`config.mk`:
```
export PLATFORM = sky130hd
export DESIGN_NAME = hex_scan_ctrl
export DESIGN_NICKNAME = d
export VERILOG_FILES = /design/src/rtl/hex_pkg.sv /design/src/rtl/hexdd.sv /design/src/rtl/hex_scan_ctrl.sv
export SDC_FILE = /design/constraint.sdc
export NUM_CORES = 1
export LEC_CHECK = 0
export ABC_AREA = 1
export BUFFER_PORTS_ARGS = -buffer_cell sky130_fd_sc_hd__clkbuf_2
export CORE_MARGIN = 5
export CORE_UTILIZATION = 50
export CTS_BUF_LIST = sky130_fd_sc_hd__clkbuf_4
export DETAILED_ROUTE_END_ITERATION = 6
export HOLD_SLACK_MARGIN = 0.05
export PLACE_DENSITY_LB_ADDON = 0.08
export SLEW_MARGIN = 5
export SYNTH_ARGS = -nofsm -noshare
export SYNTH_HDL_FRONTEND = slang
export SYNTH_SLANG_ARGS = --single-unit
```
`constraint.sdc`:
```
create_clock -name clk -period 3.5 [get_ports clk]
set_input_delay 0.35 -clock clk [delete_from_list [all_inputs] [get_ports clk]]
set_output_delay 0.35 -clock clk [all_outputs]
set_load 0.01 [all_outputs]
```
`src/rtl/hex_pkg.sv`:
```
// ----------------------------------------------------------------------------
// hex_pkg
// Shared types and helpers for the multiplexed seven-segment display path.
//   seg_t        : one display's active-low segments, bit order gfedcba
//   SEG_OFF      : segment pattern with every segment dark
//   scan_state_t : sequencer states of hex_scan_ctrl
//   lzb_mask()   : leading-zero blanking mask (used when HEX_LZB_EN is defined)
// ----------------------------------------------------------------------------
package hex_pkg;

   typedef logic [6:0] seg_t;

   localparam seg_t SEG_OFF    = 7'h7F;
   localparam int   MAX_DIGITS = 8;

   typedef enum logic [1:0] {
      IDLE,
      SCAN,
      COMMIT
   } scan_state_t;

   // Marks every digit above the most significant nonzero nibble. Digit 0 is
   // never marked, so an all-zero value still shows a single "0".
   function automatic logic [MAX_DIGITS-1:0] lzb_mask(
      input logic [4*MAX_DIGITS-1:0] value,
      input int                      num_digits
   );
      logic seen;
      lzb_mask = '0;
      seen     = 1'b0;
      for (int d = MAX_DIGITS - 1; d >= 1; d--) begin
         if (d < num_digits) begin
            if (value[4*d +: 4] != 4'h0) seen = 1'b1;
            if (!seen) lzb_mask[d] = 1'b1;
         end
      end
   endfunction

endpackage

```
`src/rtl/hexdd.sv`:
```
// ----------------------------------------------------------------------------
// hexdd
// Combinational nibble-to-seven-segment decoder, active-low, gfedcba.
//   nibble_i : hex digit 0..F
//   seg_o    : segment pattern (0 = segment lit)
// ----------------------------------------------------------------------------
module hexdd
   import hex_pkg::*;
(
   input  logic [3:0] nibble_i,
   output seg_t       seg_o
);

   always_comb begin
      // NOTE: every path assigns seg_o (default arm), so no latch is inferred.
      unique case (nibble_i)
         4'h0:    seg_o = 7'h40;
         4'h1:    seg_o = 7'h79;
         4'h2:    seg_o = 7'h24;
         4'h3:    seg_o = 7'h30;
         4'h4:    seg_o = 7'h19;
         4'h5:    seg_o = 7'h12;
         4'h6:    seg_o = 7'h02;
         4'h7:    seg_o = 7'h78;
         4'h8:    seg_o = 7'h00;
         4'h9:    seg_o = 7'h10;
         4'hA:    seg_o = 7'h08;
         4'hB:    seg_o = 7'h03;
         4'hC:    seg_o = 7'h46;
         4'hD:    seg_o = 7'h21;
         4'hE:    seg_o = 7'h06;
         default: seg_o = 7'h0E;
      endcase
   end

endmodule

```
`src/rtl/hex_scan_ctrl.sv`:
```
// ----------------------------------------------------------------------------
// hex_scan_ctrl
// Accepts a packed hex value over valid/ready, walks its digits through one
// shared hexdd decoder (SLOT_CYC cycles per digit) into a staging buffer and
// then commits all digits to the display outputs in a single cycle.
//   clk, rst_n : clock, asynchronous active-low reset
//   value_i    : 4*NUM_DIGITS hex value, digit 0 = rightmost display
//   blank_i    : per-digit force-blank mask, sampled with value_i
//   valid_i    : request; accepted only while ready_o is high
//   ready_o    : controller idle
//   disp_o     : 7*NUM_DIGITS active-low segments, digit d at [7d+6:7d]
//   done_o     : one-cycle pulse in the cycle disp_o updates
// Build option: define HEX_LZB_EN to auto-blank leading zero digits.
// ----------------------------------------------------------------------------
module hex_scan_ctrl
   import hex_pkg::*;
#(
   parameter int NUM_DIGITS = 6,
   parameter int SLOT_CYC   = 4
) (
   input  logic                    clk,
   input  logic                    rst_n,
   input  logic [4*NUM_DIGITS-1:0] value_i,
   input  logic [NUM_DIGITS-1:0]   blank_i,
   input  logic                    valid_i,
   output logic                    ready_o,
   output logic [7*NUM_DIGITS-1:0] disp_o,
   output logic                    done_o
);

   localparam int CNT_W = $clog2(SLOT_CYC);
   localparam int IDX_W = (NUM_DIGITS > 1) ? $clog2(NUM_DIGITS) : 1;
   localparam logic [CNT_W-1:0] CNT_LAST = CNT_W'(SLOT_CYC - 1);
   localparam logic [IDX_W-1:0] IDX_LAST = IDX_W'(NUM_DIGITS - 1);

   scan_state_t                 state_q;
   logic [CNT_W-1:0]            cnt_q;
   logic [IDX_W-1:0]            idx_q;
   seg_t [NUM_DIGITS-1:0]       staging_q;
   seg_t [NUM_DIGITS-1:0]       disp_q;
   logic                        ready_q;
   logic                        done_q;

   logic [NUM_DIGITS-1:0][3:0]  nib_q;
   logic [NUM_DIGITS-1:0]       blank_q;
   logic [NUM_DIGITS-1:0]       blank_d;
   logic                        accept;
   seg_t                        dec_seg;

   assign accept = valid_i & ready_q;

`ifdef HEX_LZB_EN
   logic [MAX_DIGITS-1:0] lz_full;
   always_comb begin
      lz_full = lzb_mask((4*MAX_DIGITS)'(value_i), NUM_DIGITS);
      blank_d = blank_i | lz_full[NUM_DIGITS-1:0];
   end
`else
   assign blank_d = blank_i;
`endif

   // NOTE: the shadow copy has no reset; it is always written at accept
   // before SCAN reads it, so resetting it would only add enable logic.
   always_ff @(posedge clk) begin
      if (accept) begin
         nib_q   <= value_i;
         blank_q <= blank_d;
      end
   end

   hexdd u_hexdd (
      .nibble_i (nib_q[idx_q]),
      .seg_o    (dec_seg)
   );

   // NOTE: all state updates use <= so every register samples pre-edge values.
   always_ff @(posedge clk or negedge rst_n) begin
      if (!rst_n) begin
         state_q   <= IDLE;
         cnt_q     <= '0;
         idx_q     <= '0;
         staging_q <= '1;
         disp_q    <= '1;
         ready_q   <= 1'b1;
         done_q    <= 1'b0;
      end else begin
         done_q <= 1'b0;
         unique case (state_q)
            IDLE: begin
               if (accept) begin
                  cnt_q   <= '0;
                  idx_q   <= '0;
                  ready_q <= 1'b0;
                  state_q <= SCAN;
               end
            end
            SCAN: begin
               if (cnt_q == CNT_LAST) begin
                  staging_q[idx_q] <= blank_q[idx_q] ? SEG_OFF : dec_seg;
                  cnt_q            <= '0;
                  // Index parks on the last digit rather than wrapping.
                  if (idx_q == IDX_LAST) state_q <= COMMIT;
                  else                   idx_q   <= idx_q + 1'b1;
               end else begin
                  cnt_q <= cnt_q + 1'b1;
               end
            end
            COMMIT: begin
               disp_q  <= staging_q;
               done_q  <= 1'b1;
               ready_q <= 1'b1;
               state_q <= IDLE;
            end
            default: state_q <= IDLE;
         endcase
      end
   end

   assign ready_o = ready_q;
   assign done_o  = done_q;
   assign disp_o  = disp_q;

endmodule

```
* Word level (Yosys, flattened, before mapping) *
Memory sizes are Yosys's and may differ from the RTL's.
Index checks and enable logic that the tools add are counted.

cells by class
  muxes and demuxes = 22
  bitwise gates (word level) = 1
  multiply operators = 0
  reduce and logical (&&, ||, !) cells = 9
  shifts and indexed selects = 0
  $add $sub $neg = 2
  $lt $le $gt $ge = 2
  equal/unequal tests = 8
  div/mod/pow operators = 0

operators with widths
  operator                                             count
  bitwise mux 42 bit                                   1
  demux 7 bit (select 3 bit)                           1
  2-to-1 mux 7 bit                                     2
  binary-select mux 4 bit (select 3 bit)               1
  2-to-1 mux 2 bit                                     5
  2-to-1 mux 3 bit                                     3
  inequality test 2 bit, second input constant         4
  case mux 2 bit (2 select lines)                      2
  case mux 3 bit (2 select lines)                      1
  AND reduction 2 bit                                  3
  == test 2 bit, second input constant                 2
  < comparator 3 x 4 -> 1 bit, second input constant   1
  2-to-1 mux 4 bit                                     1
  AND reduction 4 bit                                  1
  nonzero test 2 bit                                   2
  adder 3 x 1 -> 3 bit, second input constant          1
  binary-select mux 1 bit (select 3 bit)               1
  == test 3 bit, second input constant                 1
  >= comparator 3 x 1 -> 1 bit, second input constant  1
  2-to-1 mux 1 bit                                     3
  AND reduction 3 bit                                  1
  adder 2 x 1 -> 2 bit, second input constant          1
  == test 2 x 1 -> 1 bit, second input constant        1
  logical NOT 2 bit                                    1
  3 further kinds                                      3

storage, ports and cells
  bits in registers = 123
  memory bits (read-only) = 112
  logic and storage cells = 69
  bits in writable memories = 0
  memories = 1
  latch bits = 0
  input port bits = 33

memories
  name             words  bits a word  rd ports  clocked after memory_dff  write ports  RTL line     source
  (no name shown)  16     7            1         0                         0            hexdd.sv:16  unique case (nibble_i)

* Logic depth before layout (Yosys ltp) *
  depth in word-level cells = 5
  gate-level depth with buffers = 17
  gate-level depth less buffers = 15

* Modules after synthesis *
From an unflattened synthesis, not the netlist that was laid out.

unflattened totals
  cells, all modules = 563
  area, all modules = 5376.4 um^2

by module, submodules not included
  module         times used  cells an instance  area an instance (um^2)
  hex_scan_ctrl  1           514                5102.4
  hexdd          1           49                 274.0

* Worst setup path before layout *
Ideal clock, no wire load.

  path kind = reg2reg
  from = register ready_q (netlist: ready_o)
  to = register idx_q[2]
  library setup time = 0.129 ns
  setup slack = 1.409 ns
  arrival = 1.962 ns
  stages on the path, launching flop included = 10
  clock period less this slack = 2.091 ns
  data required time = 3.371 ns
  path through = dfstp_2 nand2_1 inv_1 nand2_1 nand2_1 nand3_1 inv_1 nand2_1 o21ai_0 a21oi_1

on the way
  cells in the longest elaborated chain, start to end = 3

RTL lines
  element                                 RTL line              source
  from (decl)                             hex_scan_ctrl.sv:41   logic ready_q;
  from (signal assigned)                  hex_scan_ctrl.sv:84   ready_q <= 1'b1;
  from (signal assigned)                  hex_scan_ctrl.sv:93   ready_q <= 1'b0;
  from (signal assigned)                  hex_scan_ctrl.sv:111  ready_q <= 1'b1;
  bitwise AND 1 bit                       hex_scan_ctrl.sv:50   assign accept = valid_i & ready_q;
  named net accept                        hex_scan_ctrl.sv:47   logic accept;
  inequality test 2 bit (no source line)  -
  AND reduction 4 bit (no source line)    -
  to (signal assigned)                    hex_scan_ctrl.sv:103  else idx_q <= idx_q + 1'b1;
  to (decl)                               hex_scan_ctrl.sv:38   logic [IDX_W-1:0] idx_q;

The timed path passes the listed nets, and every way through them passes these cells.
A chain may end at the register's enable or synchronous reset.

* Worst setup path after layout *
  from = register idx_q[0]
  to = register staging_q[17] (netlist bit)

on the way
  cells in the longest elaborated chain, start to end = 5
  elaborated cells on any way between the ends = 12

RTL lines
  element                                                                      RTL line                                  source
  binary-select mux 4 bit (select 3 bit) (tied with other cells)               hex_scan_ctrl.sv:72                       .nibble_i (nib_q[idx_q]),
  2-to-1 mux 4 bit (not written as such) or logical AND 1 bit (tied branches)  hex_scan_ctrl.sv:72, hex_scan_ctrl.sv:99
  memory read (16 x 7 bit) or 2-to-1 mux 7 bit (tied branches)                 -
  2-to-1 mux 7 bit or demux 7 bit (select 3 bit) (tied branches)               hex_scan_ctrl.sv:99                       staging_q[idx_q] <= blank_q[idx_q] ? SEG_OFF : dec_seg;
  bitwise mux 42 bit *                                                         hex_scan_ctrl.sv:99
  to (signal, indexed assignment)                                              hex_scan_ctrl.sv:99
  to (decl)                                                                    hex_scan_ctrl.sv:39                       seg_t [NUM_DIGITS-1:0] staging_q;

Every way passes the cells marked *; elsewhere a longest branch is shown, timed or not. The select of a mux whose other input is x is not followed.

==> impl_metrics.json <==
{
  "start_kind": "flop",
  "outcome": "finished clean",
  "cts_buffers": 17,
  "final_cells": 844,
  "async_flop_share_pct": 75.6,
  "cap_violations": 0,
  "die_area_um2": 12900,
  "cts_tree": "built",
  "core-area_um2": 10400,
  "hold_ws_ps": 185,
  "rows": 37,
  "drive_gt1_share_pct": 32.2,
  "track_usage_pct": 18.5,
  "switching_share_pct": 41.6,
  "grt_max_degree": 74,
  "clock_skew_ps": 19.4,
  "post_cts_buffers": 0,
  "antenna_cells": 0,
  "antenna_found_initial": 0,
  "htreeDepth": 4,
  "seqPwrFrac_pct": 44.2,
  "ctsHoldBuffers": 31,
  "area_growth_pct": 19.7,
  "ys_ff_latch": 123,
  "crit_arrival_ps": 3030,
  "dp_hpwl_um": 7530,
  "final-setup-viol-count": 0,
  "dpl.cell_count": 781,
  "power.switching_mw": 2.23,
  "fin_tns_setup_ps": 0,
  "cts_buffer_depth": 2,
  "synthDistinctLibCells": 29,
  "crit_chain": "inv_2, nand2_1, nand2_1, nand2_1, nand2_1, a21oi_2, inv_1, ha_1, nand2_2, nand2_1, nand2_1, nand3_2, nand2_1, nand2_1",
  "synth_fp_nets": 622,
  "avgViaCountPerCell": 4.76,
  "fin_nets": 737,
  "drc": 0,
  "period_share_pct": 73.6,
  "dr.pass1.iters": 5,
  "yosys-top-cells-area": "dfstp_2 (42%), nand2_1 (23%), edfxtp_1 (17%)",
  "fin_crit_ps": 2580,
  "synth_ff_type": "dfstp_2",
  "path_buf_inv": 2,
  "worstSetupPathType": "reg2reg",
  "yosys.area.top_type": "dfstp_2",
  "min_path_type": "in2reg",
  "start_util_pct": 51.5,
  "io_buffers": 76,
  "grt_pass1_vias": 4012,
  "max_stage_delay_ps": 760,
  "slew_viol_final": 0,
  "pwr-share-clk_pct": 16.7,
  "dpl_cell_area_um2": 5860,
  "yosys_warnings": 0,
  "wirelength_um": 11100,
  "ys_seq_area_share_pct": 62.1,
  "slowest_stage": "dfrtp_1",
  "netlist_instances": 580,
  "fillCellCount": 908,
  "grt_overflow_total": 0,
  "grt_pass1_wl_um": 19200,
  "use_met2_pct": 30.0,
  "clock_latency_ps": 530,
  "worst_slew_pin_slew_ps": 1110,
  "maxSlewHeadroom_pct": 25.8,
  "cts_resized": 0,
  "clock-sinks": 123,
  "yosys.area.top_type_share_pct": 41.6,
  "pin_count": 77,
  "p_per_area_nw_per_um2": 832,
  "synth_commonest_cells": "nand2_1 (331), dfstp_2 (85), edfxtp_1 (30)",
  "syn_avg_cell_area_um2": 9.25,
  "cp_common_cell": "nand2_1",
  "gp_congestion": 0.824,
  "busiest_layer": "met2",
  "cp-end-kind": "flop",
  "hold_viol": 0,
  "synth_area_um2": 5370,
  "met3_usage_pct": 4.56,
  "max_freq_mhz": 388,
  "power.leakage_nw": 3.13,
  "synth_edf_count": 30,
  "ant_nets": 0,
  "clk_pin_slew_ps": 110,
  "stdcell_area_um2": 6430,
  "wire_per_inst_um": 13.1,
  "worstPathMaxFanout": 20,
  "dr.first_iter.drc_count": 249,
  "num_vias": 4019,
  "worst_ir_drop_vdd_mv": 0.426,
  "root_buffer": "clkbuf_4",
  "cp_top_family": "simple AND/OR/NAND/NOR gates",
  "die_w_um": 114,
  "synth.most_common_cell": "nand2_1",
  "cp.required_ps": 3950,
  "met1_usage_pct": 24.9,
  "combPwrFrac_pct": 39.1,
  "grt_setup_unrepaired": "no",
  "intPower_mw": 3.12,
  "fp.dieH_um": 114
}
-- sequential cells by signal (all words and copies together) (netlist names) --
| name | count |
|---|---|
| idx_q | 3 |
| staging_q | 42 |
| nib_q | 24 |
| disp_o | 42 |
| ready_o | 1 |
| state_q | 2 |
| cnt_q | 2 |
| blank_q | 6 |
| done_o | 1 |
-- cell families after synthesis --
family                   Yosys count  synth area share [%]
buffers and inverters             47                  3.78
AND/OR/NAND/NOR                  384                  29.6
AO/OA/AOI/OAI                     17                  2.40
adder cells (fa/ha/maj)            9                  2.10
flip-flops                       123                  62.1
-- routing by layer --
metal	up-vias	wire length, um
li1	2038	-
met1	1883	5020
met2	86	5320
met3	12	578
met4	0	138
met5	-	0
-- worst min-delay path, stage by stage --
cell,delay (ps)
clkbuf_2,90
nand2_1,70
a221oi_1,90
nand2_1,60
inv_1,30
-- per-stage QoR --
step | utilization (%) | power [mW] | worst slack [ps]
after floorplan | - | 3.84 | 1410
after global placement | 56.3 | 4.44 | 1050
after detailed placement | 56.3 | 4.48 | 933
after CTS | 61.7 | 5.41 | 899
after global routing | 61.7 | 5.79 | 610
final | 61.7 | 5.35 | 924
-- power groups by stage --
stage                     clock network, mW  logic [mW]  registers [mW]
final                                 0.893        2.09            2.36
after global routing                  0.979        2.37            2.44
after CTS                             0.917        2.12            2.37
after detailed placement                  0        2.08            2.40
after global placement                    0        2.06            2.38
after floorplan                           0        1.44            2.40
-- path summary, 6_finish.rpt --
| check | from | endpoint | slack, ps | cells after the start |
|---|---|---|---|---|
| setup / recovery | idx_q[0]$_DFFE_PN0P_ | staging_q[17]$_DFFE_PN1P_ | 920 | 14 |
| hold / removal | valid_i | state_q[1]$_DFFE_PN0P_ | 190 | 5 |
| setup reg to reg | idx_q[0]$_DFFE_PN0P_ | staging_q[17]$_DFFE_PN1P_ | 920 | 14 |
| hold reg to reg | staging_q[17]$_DFFE_PN1P_ | disp_o[17]$_DFFE_PN1P_ | 460 | 2 |
| max in group asynchronous | rst_n | disp_o[9]$_DFFE_PN1P_ | 2100 | 3 |
| min in group asynchronous | rst_n | state_q[1]$_DFFE_PN0P_ | 500 | 2 |
-- area by class of cell --
class / count / area, um^2 / share of cell area (%)
Sequential cell: 123 / 3330 / 51.9
Multi-Input combinational cell: 410 / 1830 / 28.5
Timing Repair Buffer: 110 / 716 / 11.1
Tap cell: 136 / 170 / 2.65
Clock buffer: 17 / 128 / 1.99
Clock inverter: 15 / 125 / 1.95
Inverter: 33 / 124 / 1.93
-- cell usage in the layout, fill, tap and decap left out, drive strengths merged --
| master | count |
|---|---|
| a21oi | 8 |
| a221oi | 1 |
| a22o | 1 |
| a22oi | 1 |
| buf | 4 |
| bufinv | 1 |
| clkbuf | 92 |
| clkinv | 10 |
| clkinvlp | 5 |
| dfrtp | 8 |
| dfstp | 85 |
| dlygate4sd3 | 31 |
| edfxtp | 30 |
| ha | 9 |
| inv | 32 |
| nand2 | 342 |
| nand3 | 19 |
| nand3b | 1 |
| nand4 | 4 |
| nor2 | 18 |
| o21ai | 5 |
| o31ai | 1 |
Power figures use the tool's default switching activity.
